==> src/rtl/mp3_audio_pkg.sv <==
// Shared audio types for the sample path: default widths, the stereo pair
// record carried through the transmit FIFO, and slot alignment.
package mp3_audio_pkg;

    localparam int SAMPLE_W = 16;
    localparam int SLOT_W   = 32;

    typedef struct packed {
        logic [SAMPLE_W-1:0] l;
        logic [SAMPLE_W-1:0] r;
    } stereo_sample_t;

    // Left-justify a sample in its slot; the unused LSBs go out as zeros.
    function automatic logic [SLOT_W-1:0] slot_align(input logic [SAMPLE_W-1:0] s);
        logic [SLOT_W-1:0] v;
        v = '0;
        v[SLOT_W-1 -: SAMPLE_W] = s;
        return v;
    endfunction

endpackage

==> src/rtl/sample_fifo.sv <==
// Synchronous show-ahead FIFO of stereo pairs. Pointers carry one extra
// wrap bit so full and empty come straight from registered state.
module sample_fifo
    import mp3_audio_pkg::*;
#(
    parameter int DEPTH = 4
) (
    input  logic           Clk,
    input  logic           Reset,
    input  logic           push,
    input  stereo_sample_t din,
    input  logic           pop,
    output stereo_sample_t dout,
    output logic           full,
    output logic           empty
);

    localparam int AW = $clog2(DEPTH);

    stereo_sample_t mem [DEPTH];
    logic [AW:0]    wr_ptr;
    logic [AW:0]    rd_ptr;
    logic           do_push;
    logic           do_pop;

    assign full    = (wr_ptr[AW] != rd_ptr[AW]) && (wr_ptr[AW-1:0] == rd_ptr[AW-1:0]);
    assign empty   = (wr_ptr == rd_ptr);
    assign do_push = push && !full;
    assign do_pop  = pop && !empty;
    assign dout    = mem[rd_ptr[AW-1:0]];

    always_ff @(posedge Clk) begin
        if (do_push)
            mem[wr_ptr[AW-1:0]] <= din;
    end

    always_ff @(posedge Clk or posedge Reset) begin
        if (Reset) begin
            wr_ptr <= '0;
            rd_ptr <= '0;
        end else begin
            if (do_push)
                wr_ptr <= wr_ptr + 1'b1;
            if (do_pop)
                rd_ptr <= rd_ptr + 1'b1;
        end
    end

endmodule

==> src/rtl/i2s_tx_serializer.sv <==
// Stereo I2S transmitter, codec is bit/word clock master. SCLK and LRCLK are
// oversampled in the system domain; all serializer state moves on SCLK falls.
module i2s_tx_serializer
    import mp3_audio_pkg::*;
#(
    parameter int SAMPLE_W   = mp3_audio_pkg::SAMPLE_W,
    parameter int SLOT_W     = mp3_audio_pkg::SLOT_W,
    parameter int FIFO_DEPTH = 4
) (
    input  logic                Clk,
    input  logic                Reset,
    input  logic                sclk_in,
    input  logic                lrclk_in,
    input  logic [SAMPLE_W-1:0] sample_l,
    input  logic [SAMPLE_W-1:0] sample_r,
    input  logic                sample_valid,
    output logic                sample_ready,
    input  logic                mute,
    output logic                sdout,
    output logic                active,
    output logic                underrun,
    output logic [15:0]         underrun_cnt
);

    // [0],[1] synchronize, [2] is the sclk history for edge detect
    logic [2:0]        sclk_pipe;
    logic [1:0]        lr_pipe;
    logic              fall;
    logic              lr_now;
    logic              lr_prev;
    logic              boundary;
    logic              left_b;
    logic              load_en;

    stereo_sample_t    hold;
    stereo_sample_t    hold_nx;
    stereo_sample_t    fifo_dout;
    logic              fifo_full;
    logic              fifo_empty;
    logic              fifo_pop;
    logic              fifo_push;

    logic [SLOT_W-1:0] shreg;
    logic [SLOT_W-1:0] load_val;
    logic [15:0]       underrun_cnt_q;

    always_ff @(posedge Clk or posedge Reset) begin
        if (Reset) begin
            sclk_pipe <= '0;
            lr_pipe   <= '0;
        end else begin
            sclk_pipe <= {sclk_pipe[1:0], sclk_in};
            lr_pipe   <= {lr_pipe[0], lrclk_in};
        end
    end

    assign fall     = sclk_pipe[2] && !sclk_pipe[1];
    assign lr_now   = lr_pipe[1];
    assign boundary = fall && (lr_now != lr_prev);
    assign left_b   = boundary && !lr_now;

    assign sample_ready = !fifo_full;
    assign fifo_push    = sample_valid && !fifo_full;
    assign fifo_pop     = left_b && !fifo_empty;

    sample_fifo #(
        .DEPTH (FIFO_DEPTH)
    ) u_fifo (
        .Clk   (Clk),
        .Reset (Reset),
        .push  (fifo_push),
        .din   ('{l: sample_l, r: sample_r}),
        .pop   (fifo_pop),
        .dout  (fifo_dout),
        .full  (fifo_full),
        .empty (fifo_empty)
    );

    // Left boundary refreshes hold; the left slot loads from the fresh value
    always_comb begin
        hold_nx  = hold;
        load_val = '0;
        if (left_b)
            hold_nx = fifo_empty ? '0 : fifo_dout;
        if (!mute)
            load_val = left_b ? slot_align(hold_nx.l) : slot_align(hold.r);
    end

    assign load_en = boundary && (active || left_b);

    always_ff @(posedge Clk or posedge Reset) begin
        if (Reset) begin
            lr_prev        <= 1'b1;
            active         <= 1'b0;
            hold           <= '0;
            shreg          <= '0;
            sdout          <= 1'b0;
            underrun       <= 1'b0;
            underrun_cnt_q <= '0;
        end else begin
            underrun <= 1'b0;
            if (fall) begin
                lr_prev <= lr_now;
                if (left_b) begin
                    hold   <= hold_nx;
                    active <= 1'b1;
                    if (active && fifo_empty) begin
                        underrun <= 1'b1;
                        if (underrun_cnt_q != 16'hFFFF)
                            underrun_cnt_q <= underrun_cnt_q + 16'd1;
                    end
                end
                if (boundary) begin
                    sdout <= 1'b0;
                    if (load_en)
                        shreg <= load_val;
                end else if (active) begin
                    sdout <= shreg[SLOT_W-1];
                    shreg <= shreg << 1;
                end
            end
        end
    end

    assign underrun_cnt = underrun_cnt_q;

endmodule

==> config.mk <==
export PLATFORM = sky130hd
export DESIGN_NAME = i2s_tx_serializer
export DESIGN_NICKNAME = d
export VERILOG_FILES = /design/src/rtl/mp3_audio_pkg.sv /design/src/rtl/sample_fifo.sv /design/src/rtl/i2s_tx_serializer.sv
export SDC_FILE = /design/constraint.sdc
export NUM_CORES = 1
export LEC_CHECK = 0
export CAP_MARGIN = 25
export CORE_AREA = 2 2 133 135
export DETAILED_ROUTE_END_ITERATION = 16
export DIE_AREA = 0 0 135 137
export PLACE_DENSITY_LB_ADDON = 0.1
export SYNTH_ARGS = -nofsm -noshare
export SYNTH_HDL_FRONTEND = slang
export SYNTH_SLANG_ARGS = --single-unit
==> constraint.sdc <==
create_clock -name Clk -period 5.4 [get_ports Clk]
set_input_delay 1.08 -clock Clk [delete_from_list [all_inputs] [get_ports Clk]]
set_output_delay 1.08 -clock Clk [all_outputs]
set_load 0.01 [all_outputs]
[After elaboration in Yosys (flattened, before gate mapping)]
Memory sizes are Yosys's and may differ from the RTL's.
Index checks and enable logic that the tools add are counted.
Word-level totals
  memories kept: 1
  register bits after elaboration: 79
  bits in writable memories: 128
Operators by class
  equal/unequal tests: 6
  muxes and demuxes: 13
  reduce and logical (&&, ||, !) cells: 20
  add/sub/neg operators: 3
Memory list
  u_fifo.mem: words 4, bits a word 32, read ports 1, clocked after Yosys merged registers in 0, write ports 1, line sample_fifo.sv:20  | stereo_sample_t mem [DEPTH];
Operators with widths (count)
  $mux W32: 6
  $add A16 B1 Y16 const B: 1
  $ne A16 B16 Y1 const B: 1
  $logic_and A1 B1 Y1: 10
  $mux W1: 7
  $add A3 B1 Y3 const B: 2
  $logic_not A1 Y1: 4
  $reduce_and A2 Y1: 2
  $reduce_and A4 Y1: 1
  $eq A3 B3 Y1: 1
  $reduce_and A3 Y1: 1
  $eq A2 B2 Y1: 1
  $ne A1 B1 Y1: 2
  $ne A2 B1 Y1 const B: 1
  $reduce_bool A2 Y1: 1
  $logic_or A1 B1 Y1: 1

[Longest topological paths before layout]
Gate-level depths: netlist of run 1.
  word-level depth: 8
  gate-level depth with buffers: 7
  mapped depth without buffers: 6

[By module]
A second synthesis of run 1 with hierarchy kept.
Second synthesis, totals
  cell total of the unflattened synthesis: 438
  area, all modules: 7664.9 um^2
Modules (own cells, without submodules)
  sample_fifo: seq. area each 3993.8 um^2, instances 1, cells an instance 217, area each 5139.9 um^2
  i2s_tx_serializer: seq. area each 1427.6 um^2, instances 1, cells an instance 221, area each 2524.9 um^2

[Worst setup path before layout of run 1]
No wires, ideal clock.
  path type: input-to-reg
  start point: in sample_valid
  end point: mem u_fifo.mem[3][0] (netlist name), enable pin
  setup slack: 2721 ps
  arrival time: 2286 ps
  library setup time: 394 ps
  stages on the path: 2
  path buffers: 0
  cell sequence: a21boi_1 > and2_1
Between the ends
  longest elaborated chain between the ends: 4
RTL lines
  start, declared: line i2s_tx_serializer.sv:16  | input logic sample_valid,
  $logic_and A1 B1 Y1: line i2s_tx_serializer.sv:63  | assign fifo_push = sample_valid && !fifo_full;
  $logic_and A1 B1 Y1: line sample_fifo.sv:28  | assign do_push = push && !full;
  $mux W1: line sample_fifo.sv:33  | if (do_push)
  $mux W1 (implied by the code): line sample_fifo.sv:34  | mem[wr_ptr[AW-1:0]] <= din;
  end, declared: line sample_fifo.sv:20
No other way between the ends.

[Worst setup path after layout of run 1]
  start point: reg u_fifo.rd_ptr[0]
  end point: out sample_ready
Between the ends
  longest elaborated chain between the ends: 3
RTL lines
  start, declared: line sample_fifo.sv:22  | logic [AW:0] rd_ptr;
  start signal, assigned: line sample_fifo.sv:45  | rd_ptr <= rd_ptr + 1'b1;
  $eq A2 B2 Y1: line sample_fifo.sv:26  | assign full = (wr_ptr[AW] != rd_ptr[AW]) && (wr_ptr[AW-1:0] == rd_ptr[AW-1:0]);
  $logic_and A1 B1 Y1: line sample_fifo.sv:26
  $logic_not A1 Y1: line i2s_tx_serializer.sv:62  | assign sample_ready = !fifo_full;
  end, declared: line i2s_tx_serializer.sv:17  | output logic sample_ready,
No other way between the ends.

==> metrics.md, run 1 <==
| Metric | Value |
|---|---|
| Ports | `58` |
| LEAKAGE | `3.292 nW` |
| Initial antenna violation count | `0` |
| Crit path max fanout | `35` |
| Number of diodes | `0` |
| Num Clock Sinks | `191` |
| Max-cap violation count | `0` |
| GRT Util Overall | `0.1639` |
| Total count of max-transition violations in the final report | `0` |
| GRT overflow | `0` |
| Number of H-tree levels | `4` |
| Number of library cell types mapped by synthesis | `43` |
| Endpoint type of the worst setup path | `primary output` |
| Initial standard-cell utilization of the core | `0.4435` |
| Mapped Area | `0.007565 mm^2` |
| Final-report setup violation count | `0` |
| Share of layout cells above drive strength 1 | `0.1808` |
| Area used by multi-input combinational logic | `0.001992 mm^2` |
| GPL Wtd Cong | `0.7889` |
| Count of antenna-violating nets left after detailed routing | `0` |
| First-pass GRT wire length | `22500 um` |
| Number of enable-type register cells in the synthesized netlist | `128` |
| Clock tree skew after final layout | `12.86 ps` |
| Number of buffers inserted to repair setup after CTS | `0` |
| Maximum number of pins on one net before global-route repair | `44` |
| Result of the run | `finished, final reports clean` |
| PostCTS Resize Cnt | `0` |
| Cell area after layout | `0.008966 mm^2` |
| Maximum operating frequency | `0.2989 GHz` |
| Required time worst endpoint | `4320 ps` |
| Area growth from synthesis to layout | `18.52%` |
| DRC | `0` |
| Post-synth net total | `484` |
| Hold crit path type | `reg2reg` |
| Setup slack at placement | `2379 ps` |
| Routed vias | `4001` |
| Minimum clock period after layout | `3346 ps` |
| Clock insertion delay at the later pin of the skew report | `420 ps` |
| Cell-internal power | `3.032 mW` |
| Clock share of power | `0.273` |
| Async set-reset flop share out of synthesis | `0.3298` |
| Cell types occupying the most area after synthesis | `edfxtp_1 51%, dfrtp_1 21%, mux4_2 9.5%, nand2_1 2.1%, o221ai_2 1.8%` |
| Die footprint | `0.01850 mm^2` |
| Placement-stage cell area | `0.008391 mm^2` |
| Per-cell via count in the routed design | `5.370` |
| RSZ-0062 raised after global routing | `false` |
| Chip Height | `137 um` |
| TNS Setup | `0 ps` |
| Kind of launch point of the worst setup path | `register` |
| Total of hold buffers inserted after clock tree synthesis | `0` |
| Area taken by flip-flops and latches | `0.005423 mm^2` |
| Number of buffers on the longest clock path | `2` |
| Library cell occupying the most area in the post-synthesis netlist | `edfxtp_1` |
| Wirelength per Cell | `18.85 um` |
| Hold violation count in the final report | `0` |
| Flip-flop cell with the highest count after synthesis | `edfxtp_1` |
| Switch Pwr | `1.266 mW` |
| Max VDD drop | `316.1 uV` |
| Total half-perimeter wirelength after legalization and detailed placement | `8612 um` |
| Ys Warns | `0` |
| # port buffers | `57` |
| Period utilization | `0.6196` |
| Core area | `0.01706 mm^2` |
| Sw frac | `0.2946` |
| TritonCTS clock tree | `yes` |
| Clock transition time at the flip-flop clock pins of the worst setup and hold paths | `70 ps` |
| Tot Pwr | `4.299 mW` |
| Final nets | `551` |
| Transition at the pin with the smallest max-transition slack | `950.2 ps` |
| Relative slew slack | `0.3650` |
| Row count | `48` |
| Fin worst setup slack | `2054 ps` |
| Vias in the first global route | `4086` |
| Arrival time of the worst setup path | `2270 ps` |
| Chip Width | `135 um` |
| Initial detailed-routing violation count | `182` |
| Syn avg cell area | `17.19 um^2` |
| Category of the critical setup timing path | `reg2out` |
| Final worst hold slack | `358.9 ps` |
| Count of state elements after synthesis | `191` |
| Number of fillers in the final layout | `1401` |
| Number of iterations in the first detailed-routing pass | `4` |
| Total power density per cell area | `479.4 mW/mm^2` |
| Root Buffer | `clkbuf_16` |
| Number of buffers created by CTS | `17` |
| Wire length after detailed routing | `14040 um` |
| Share of synthesized area occupied by flip-flops and latches | `0.7167` |
| Area share of the largest cell type after synthesis | `0.5081` |
| Combinational share of power | `0.245` |
| Post-Synthesis Cells | `440` |
| Sequential cell fraction of total power | `0.481` |
==> kinds of logic after synthesis <==
kind of cell / Yosys count / synth area share
xor gates and xnor gates: 22 / 0.02845
AOI/OAI and AO/OA: 57 / 0.06418
adders and majority gates: 6 / 0.009924
DFF: 191 / 0.7167
and+or+nand+nor: 95 / 0.06104
muxes: 35 / 0.09973
buffers and inverters: 34 / 0.02001
==> per-stage QoR <==
step / cells / util
after detailed placement: 712 / 0.4919
after global placement: 711 / 0.4913
final: 745 / 0.5257
after global routing: 745 / 0.5257
after floorplan: 440 / -
after CTS: 744 / 0.5248
==> power groups by stage <==
stage / Clock [mW] / Combinational (mW) / Sequential (mW)
finish: 1.18 / 1.05 / 2.07
global route: 1.27 / 1.17 / 2.10
CTS: 1.21 / 1.09 / 2.07
detailed placement: 0 / 1.09 / 2.10
global placement: 0 / 1.08 / 2.09
floorplan: 0 / 0.771 / 2.06
==> layout make-up <==
type	instances	share of cell area
repair buffers	66	0.07243
clock inverters	11	0.01116
clock buffers	21	0.05135
multi-input cells	215	0.2222
well taps	225	0.03140
inverters	16	0.006698
flip-flops and latches	191	0.6048
==> cells in the final DEF, fill, tap and decap left out, types with 3 or more instances in the layout <==
cell type | netlist | final
a21oi_1 | 14 | 14
a221o_1 | 7 | 7
a22o_1 | 8 | 8
a22oi_1 | 8 | 8
and2_1 | 5 | 5
and3_1 | 5 | 5
buf_4 | 2 | 7
clkbuf_16 | 0 | 17
clkdlybuf4s50_1 | 0 | 57
dfrtp_1 | 62 | 61
edfxtp_1 | 128 | 128
ha_1 | 6 | 6
inv_1 | 16 | 15
inv_6 | 0 | 4
mux4_2 | 32 | 32
nand2_1 | 42 | 42
nand3_1 | 4 | 4
nand4_1 | 8 | 8
nor2_1 | 13 | 13
nor3_1 | 9 | 9
o21ai_0 | 3 | 3
o221ai_2 | 9 | 9
xnor2_1 | 12 | 12
xor2_1 | 7 | 7
xor2_2 | 3 | 3
==> state kept, by name (all words and copies together) (netlist names) <==
register	count
lr_pipe	2
active	1
underrun	1
sdout	1
shreg	16
u_fifo.wr_ptr	3
sclk_pipe	3
hold	16
u_fifo.mem	128
underrun_cnt	16
lr_prev	1
u_fifo.rd_ptr	3
==> routing by layer <==
metal  wire length [um]  GRT usage  vias up
met2               6916     0.2659       90
met3                648    0.04000        6
li1                   -          -     1830
met1               6378     0.2208     2075
met5                  0          0        -
met4                 98    0.05093        0
==> synthesized netlist by cell type (2+ instances only) <==
cell type and count:
dfrtp_1 62, o21ai_0 3, a22o_1 8, o21ai_1 2, a22oi_1 8, clkbuf_1 7
xnor2_1 12, o221ai_2 9, and4_1 2, nand4_1 8, nor3_1 9, nor2_1 13
and3_1 5, nand2_1 42, inv_1 16, buf_4 2, edfxtp_1 128, mux2_2 2
a21oi_1 14, mux4_2 32, nand3_1 4, xor2_2 3, o21a_1 2, a221o_1 7
and2_1 5, xor2_1 7, buf_2 7, ha_1 6
==> final timing paths <==
kind	from	endpoint	slack (ps)	cells past startpoint
worst min register to register	lr_pipe[0]$_DFF_PP0_	lr_pipe[1]$_DFF_PP0_	360	0
worst min-delay path	lr_pipe[0]$_DFF_PP0_	lr_pipe[1]$_DFF_PP0_	360	0
worst max-delay path	u_fifo.rd_ptr[0]$_DFFE_PP0P_	sample_ready	2050	5
min in group asynchronous	Reset	underrun_cnt[2]$_DFFE_PP0P_	980	2
worst max register to register	sclk_pipe[1]$_DFF_PP0_	shreg[16]$_DFFE_PP0P_	2590	5
max in group asynchronous	Reset	u_fifo.rd_ptr[0]$_DFFE_PP0P_	3470	3
==> critical path: stages, from the launching register on <==
cell	delay, ps
dfrtp_2	340
buf_4	580
xor2_2	260
nor2_1	80
nand2_1	70
clkdlybuf4s50_1	530
Power figures use the tool's default switching activity.
==> run 2: changes to the inputs <==
==> constraint.sdc (replaced) <==
create_clock -name Clk -period 3 [get_ports Clk]
set_input_delay 0.6 -clock Clk [delete_from_list [all_inputs] [get_ports Clk]]
set_output_delay 0.6 -clock Clk [all_outputs]
set_load 0.01 [all_outputs]
==> run 2 against run 1 <==
Compared with the run above: combinational power grew 88%; clock skew down 4.2 ps; sequential share of layout area decreased by 1.1 points; worst setup slack worse by 1400 ps; sequential cell count unchanged; register-to-register slack got worse by 1800 ps; non-clock buffer count rose by 1; core utilization rose by 0.98 points; global-route usage increased by 0.46 points; critical path type unchanged.
==> metrics.md, run 2 (synthesis results as in run 1) <==
| Metric | Value |
|---|---|
| Most common library cell in the layout ignoring fill and taps | `edfxtp_1` |
| Endpoint of the worst-slack reg-to-reg timing path | `shreg[16]$_DFFE_PP0P_` |
| Total half-perimeter wirelength after legalization and detailed placement | `8873 um (+3.0%)` |
| Total of hold buffers inserted after clock tree synthesis | `0 (unchanged)` |
| Maximum operating frequency | `0.4198 GHz` |
| Clock tree skew after final layout | `8.619 ps (-4.238 ps)` |
| Vias in the first global route | `4130 (+1.1%)` |
| Final-report setup violation count | `0 (unchanged)` |
| Routed vias | `3958 (-1.1%)` |
| Ports | `58 (unchanged)` |
| GRT Util Overall | `0.1685 (+0.004601)` |
| RSZ-0062 raised after global routing | `false` |
| Hold crit path type | `reg2reg` |
| Count of antenna-violating nets left after detailed routing | `0 (unchanged)` |
| Relative slew slack | `0.5319 (+0.1669)` |
| DRC | `0 (unchanged)` |
| Period utilization | `0.7941` |
| Number of flip-flops in the largest register | `128 (unchanged)` |
| LEAKAGE | `3.357 nW (+2.0%)` |
| Kind of launch point of the worst setup path | `register` |
| Number of buffers inserted to repair setup after CTS | `0 (unchanged)` |
| Clock transition time at the flip-flop clock pins of the worst setup and hold paths | `70 ps (about the same)` |
| Maximum number of pins on one net before global-route repair | `41 (-6.8%)` |
| Final core utilization | `0.5354 (+0.009756)` |
| Per-cell via count in the routed design | `5.306 (-1.2%)` |
| Core area | `0.01706 mm^2 (unchanged)` |
| Launch point of the worst reg-to-reg path | `sclk_pipe[1]$_DFF_PP0_` |
| Hold violation count in the final report | `0 (unchanged)` |
| Share of layout cells above drive strength 1 | `0.1843 (+0.003492)` |
| Post-Layout Cell Count | `746 (+0.13%)` |
| Sequential cell fraction of total power | `0.455 (-0.026)` |
| Initial standard-cell utilization of the core | `0.4435 (unchanged)` |
| Tot Pwr | `8.221 mW (+91%)` |
| Area growth from synthesis to layout | `20.72%` |
| Area taken by flip-flops and latches | `0.005423 mm^2 (unchanged)` |
| Num Clock Sinks | `191 (unchanged)` |
| TNS Setup | `0 ps (unchanged)` |
| Required time worst endpoint | `2400 ps (-1920 ps)` |
| TritonCTS clock tree | `yes` |
| GRT overflow | `0 (unchanged)` |
| Category of the critical setup timing path | `reg2out` |
| Initial antenna violation count | `0 (unchanged)` |
| GPL Wtd Cong | `0.7793 (-1.2%)` |
| Max-cap violation count | `0 (unchanged)` |
| Clock insertion delay at the later pin of the skew report | `420 ps (about the same)` |
| Commonest non-fill, non-tap cells in the layout | `128 x edfxtp_1, 61 x dfrtp_1, 57 x clkdlybuf4s50_1` |
| Minimum clock period after layout | `2382 ps` |
| Final nets | `552 (+0.18%)` |
| R2r setup slk | `760 ps (-1830 ps)` |
| Arrival time of the worst setup path | `1780 ps (-490 ps)` |
| Chip Width | `135 um (unchanged)` |
| Worst setup path start | `u_fifo.wr_ptr[1]$_DFFE_PP0P_` |
| Sw frac | `0.2780 (-0.01655)` |
| Chip Height | `137 um (unchanged)` |
| Switch Pwr | `2.286 mW (+81%)` |
| # port buffers | `57 (unchanged)` |
| Number of fillers in the final layout | `1435 (+2.4%)` |
| Worst-case reg-to-reg path depth | `6 (+1)` |
| Wire length after detailed routing | `14430 um (+2.7%)` |
| Crit path max fanout | `4 (-89%)` |
| Endpoint type of the worst setup path | `primary output` |
| Clock share of power | `0.306 (+0.033)` |
| Transition at the pin with the smallest max-transition slack | `700.1 ps (-250.2 ps)` |
| Combinational share of power | `0.239 (-0.006)` |
| Placed cell count | `714 (+0.28%)` |
| PostCTS Resize Cnt | `0 (unchanged)` |
| Root Buffer | `clkbuf_16` |
| Number of H-tree levels | `4 (unchanged)` |
| Die footprint | `0.01850 mm^2 (unchanged)` |
| Max VDD drop | `466.4 uV (+48%)` |
| Total power density per cell area | `900.2 mW/mm^2 (+88%)` |
| First-pass GRT wire length | `22860 um (+1.6%)` |
| Number of buffers created by CTS | `17 (unchanged)` |
| Initial detailed-routing violation count | `214 (+18%)` |
| Number of diodes | `0 (unchanged)` |
| Wirelength per Cell | `19.34 um (+2.6%)` |
| Result of the run | `finished, final reports clean` |
| End point of the critical path | `sample_ready` |
| Total count of max-transition violations in the final report | `0 (unchanged)` |
| Row count | `48 (unchanged)` |
| Area used by multi-input combinational logic | `0.001992 mm^2 (unchanged)` |
| Number of iterations in the first detailed-routing pass | `6 (+2)` |
| Cell-internal power | `5.935 mW (+96%)` |
| Number of buffers on the longest clock path | `2 (unchanged)` |
## run 2: cell types whose count changed in the layout (fill, tap and decap cells not counted), moves of 2 or more
| cell | change |
|---|---|
| clkbuf_8 | -2 |
| bufinv_16 | +6 |
| buf_4 | -2 |
| buf_12 | +5 |
| inv_6 | -3 |
## run 2: routing by layer
| layer | global-route usage | routed length [um] | vias up |
|---|---|---|---|
| met2 | 0.2755 | 7443 | 90 |
| met1 | 0.2219 | 6306 | 2029 |
| li1 | - | - | 1829 |
| met3 | 0.03593 | 513 | 10 |
| met4 | 0.06829 | 164 | 0 |
| met5 | 0 | 0 | - |
## run 2: layout make-up
class	instances	area share
Clock inverter	14	0.02617
Clock buffer	18	0.04699
Timing Repair Buffer	67	0.07754
Tap cell	225	0.03083
Sequential cell	191	0.5938
Inverter	16	0.006576
Multi-Input combinational cell	215	0.2181
## run 2: how the worst min path moves through the flow
stage | from | end | slack [ps] | cells past startpoint
floorplan | lr_pipe[0]$_DFF_PP0_ | lr_pipe[1]$_DFF_PP0_ | 330 | 0
global placement | lr_pipe[0]$_DFF_PP0_ | lr_pipe[1]$_DFF_PP0_ | 340 | 0
detailed placement | lr_pipe[0]$_DFF_PP0_ | lr_pipe[1]$_DFF_PP0_ | 340 | 0
CTS | lr_pipe[0]$_DFF_PP0_ | lr_pipe[1]$_DFF_PP0_ | 360 | 0
global route | lr_pipe[0]$_DFF_PP0_ | lr_pipe[1]$_DFF_PP0_ | 370 | 0
finish | lr_pipe[0]$_DFF_PP0_ | lr_pipe[1]$_DFF_PP0_ | 360 | 0
## run 2: through the flow
| step | setup slack [ps] | cell area (um^2) | hold slack [ps] |
|---|---|---|---|
| 2_1_floorplan | 583.5 | 7565 | 331.2 |
| 3_3_place_gp | 737.2 | 8457 | 343.5 |
| 3_5_place_dp | 685.2 | 8464 | 336.4 |
| 4_1_cts | 583.8 | 9133 | 362.0 |
| 5_1_grt | 500.8 | 9133 | 369.2 |
| 6_report | 617.7 | 9133 | 360.5 |
## run 2: critical path, stage by stage (launching register included)
cell and delay [ps]:
dfrtp_1 450, xor2_2 220, nor2_1 90, nand2_1 70, clkdlybuf4s50_1 530
## run 2: power by group through the flow
stage                     Sequential (mW)  Combinational (mW)  Clock, mW
final                                3.74                1.97       2.51
after floorplan                      3.72                1.39          0
after CTS                            3.75                2.02       2.57
after global placement               3.77                1.99          0
after detailed placement             3.80                2.02          0
after global routing                 3.80                2.16       2.68
==> run 3: changes to the inputs <==
==> constraint.sdc (replaced) <==
create_clock -name Clk -period 2.4 [get_ports Clk]
set_input_delay 0.48 -clock Clk [delete_from_list [all_inputs] [get_ports Clk]]
set_output_delay 0.48 -clock Clk [all_outputs]
set_load 0.01 [all_outputs]
==> run 3 against run 2 <==
Compared with the run above: global-route usage decreased by 0.19 points; cell area is 0.53% lower; non-clock buffer count up 4; die area unchanged; core utilization shrank 0.29 points; critical path type unchanged; sequential power up 25%; critical path depth is the same; worst setup slack got worse by 470 ps; total power is 20% higher.
==> metrics.md, run 3 (synthesis results as in run 1) <==
| Metric | Value |
|---|---|
| Result of the run | `finished, final reports clean` |
| Clock insertion delay at the later pin of the skew report | `430 ps (about the same)` |
| Critical Path, Cell by Cell | `xor2_2 -> nor2_1 -> nand2_1 -> clkdlybuf4s50_1` |
| Most common library cell in the layout ignoring fill and taps | `edfxtp_1` |
| Slowest stage cell, crit path | `clkdlybuf4s50_1` |
| LEAKAGE | `3.333 nW (-0.72%)` |
| Relative slew slack | `0.5536 (+0.02166)` |
| DRC | `0 (unchanged)` |
| Row count | `48 (unchanged)` |
| R2r setup slk | `290 ps (-470 ps)` |
| Number of buffers on the longest clock path | `2 (unchanged)` |
| GRT overflow | `0 (unchanged)` |
| Vias in the first global route | `4193 (+1.5%)` |
| Final-report setup violation count | `0 (unchanged)` |
| Required time worst endpoint | `1920 ps (-480 ps)` |
| Ports | `58 (unchanged)` |
| Arrival time of the worst setup path | `1780 ps (about the same)` |
| Largest stage delay on the critical path | `520 ps (about the same)` |
| Wire length after detailed routing | `14220 um (-1.4%)` |
| Max VDD drop | `750.5 uV (+61%)` |
| Cell-internal power | `6.964 mW (+17%)` |
| Initial antenna violation count | `0 (unchanged)` |
| Transition at the pin with the smallest max-transition slack | `665.2 ps (-34.89 ps)` |
| PostCTS Resize Cnt | `0 (unchanged)` |
| Initial detailed-routing violation count | `243 (+14%)` |
| Wirelength per Cell | `18.96 um (-2.0%)` |
| Kind of cell adding the most delay to the critical path | `buffers and inverters` |
| Number of diodes | `0 (unchanged)` |
| # port buffers | `57 (unchanged)` |
| Number of flip-flops in the largest register | `128 (unchanged)` |
| Initial standard-cell utilization of the core | `0.4435 (unchanged)` |
| Period utilization | `0.9397` |
| TNS Setup | `0 ps (unchanged)` |
| Hold crit path type | `reg2reg` |
| Worst setup path start | `u_fifo.wr_ptr[0]$_DFFE_PP0P_` |
| TritonCTS clock tree | `yes` |
| Endpoint type of the worst setup path | `primary output` |
| Total count of max-transition violations in the final report | `0 (unchanged)` |
| GPL Wtd Cong | `0.7661 (-1.7%)` |
| Root Buffer | `clkbuf_16` |
| Number of buffers inserted to repair setup after CTS | `0 (unchanged)` |
| Max-cap violation count | `0 (unchanged)` |
| First-pass GRT wire length | `22960 um (+0.42%)` |
| Share of layout cells above drive strength 1 | `0.1905 (+0.006215)` |
| Number of iterations in the first detailed-routing pass | `4 (-2)` |
| Clock share of power | `0.272 (-0.034)` |
| Minimum clock period after layout | `2255 ps` |
| Total half-perimeter wirelength after legalization and detailed placement | `8653 um (-2.5%)` |
| Combined buffer and inverter count along the critical path | `1 (unchanged)` |
| Number of buffers created by CTS | `17 (unchanged)` |
| Area growth from synthesis to layout | `20.08%` |
| Chip Width | `135 um (unchanged)` |
| Core area | `0.01706 mm^2 (unchanged)` |
| Worst-case reg-to-reg path depth | `6 (unchanged)` |
| Category of the critical setup timing path | `reg2out` |
| Number of H-tree levels | `4 (unchanged)` |
| GRT Util Overall | `0.1666 (-0.001896)` |
| Worst min-delay path startpoint | `lr_pipe[0]$_DFF_PP0_` |
| Maximum operating frequency | `0.4434 GHz` |
| Num Clock Sinks | `191 (unchanged)` |
| Die footprint | `0.01850 mm^2 (unchanged)` |
| Final nets | `556 (+0.72%)` |
| Clock tree skew after final layout | `11.87 ps (+3.248 ps)` |
| Maximum number of pins on one net before global-route repair | `37 (-9.8%)` |
| Sw frac | `0.2918 (+0.01381)` |
| Sequential cell fraction of total power | `0.475 (+0.020)` |
| Endpoint of the worst-slack reg-to-reg timing path | `shreg[19]$_DFFE_PP0P_` |
| Commonest non-fill, non-tap cells in the layout | `128 x edfxtp_1, 61 x dfrtp_1, 57 x clkdlybuf4s50_1` |
| Clock transition time at the flip-flop clock pins of the worst setup and hold paths | `70 ps (about the same)` |
| Kind of launch point of the worst setup path | `register` |
| End point of the critical path | `sample_ready` |
| Total power density per cell area | `1083 mW/mm^2 (+20%)` |
| Final worst hold slack | `366.6 ps (+6.062 ps)` |
| Routed vias | `4036 (+2.0%)` |
| Per-cell via count in the routed design | `5.381 (+1.4%)` |
| Chip Height | `137 um (unchanged)` |
| Count of antenna-violating nets left after detailed routing | `0 (unchanged)` |
| RSZ-0062 raised after global routing | `false` |
| Combinational share of power | `0.252 (+0.013)` |
| Switch Pwr | `2.870 mW (+26%)` |
| Hold violation count in the final report | `0 (unchanged)` |
| Total of hold buffers inserted after clock tree synthesis | `0 (unchanged)` |
| Total number of cells along the worst setup path | `4 (unchanged)` |
| Crit path max fanout | `4 (unchanged)` |
| Launch point of the worst reg-to-reg path | `sclk_pipe[1]$_DFF_PP0_` |
[run 3: cell type report]
class                   count  area, um^2
clock inverters            13       130.1
flip-flops and latches    191        5423
well taps                 225       281.5
multi-input cells         215        1993
fillers                  1387        7973
repair buffers             71       763.2
clock buffers              19       432.9
inverters                  16       60.06
[run 3: metrics by stage]
stage	utilization	power [mW]	setup slack [ps]	instance area, um^2	cells
5_1_grt	0.5326	10.36	59.69	9084	750
4_1_cts	0.5326	9.999	113.3	9084	750
3_3_place_gp	0.4991	7.245	249.9	8513	717
3_5_place_dp	0.4996	7.297	215.8	8521	718
6_report	0.5326	9.834	144.7	9084	750
2_1_floorplan	-	6.380	14.98	7566	440
[run 3: worst min path at each step]
stage                                       to  slack [ps]  depth (start not counted)
after floorplan           lr_pipe[1]$_DFF_PP0_         330                          0
after detailed placement  lr_pipe[1]$_DFF_PP0_         340                          0
after global placement    lr_pipe[1]$_DFF_PP0_         360                          0
after global routing      lr_pipe[1]$_DFF_PP0_         380                          0
final                     lr_pipe[1]$_DFF_PP0_         370                          0
after CTS                 lr_pipe[1]$_DFF_PP0_         370                          0
[run 3: power by group through the flow]
stage / clock network (mW) / registers, mW / logic (mW)
after floorplan: 0 / 4.64 / 1.74
after global placement: 0 / 4.72 / 2.53
after detailed placement: 0 / 4.75 / 2.55
after CTS: 2.76 / 4.68 / 2.56
after global routing: 2.87 / 4.75 / 2.75
final: 2.68 / 4.67 / 2.48
[run 3: per-layer routing]
| layer | wire length (um) | global-route usage | vias up |
|---|---|---|---|
| li1 | - | - | 1834 |
| met1 | 6260 | 0.2195 | 2096 |
| met2 | 7202 | 0.2772 | 91 |
| met3 | 515 | 0.03519 | 15 |
| met4 | 240 | 0.05787 | 0 |
| met5 | 0 | 0 | - |
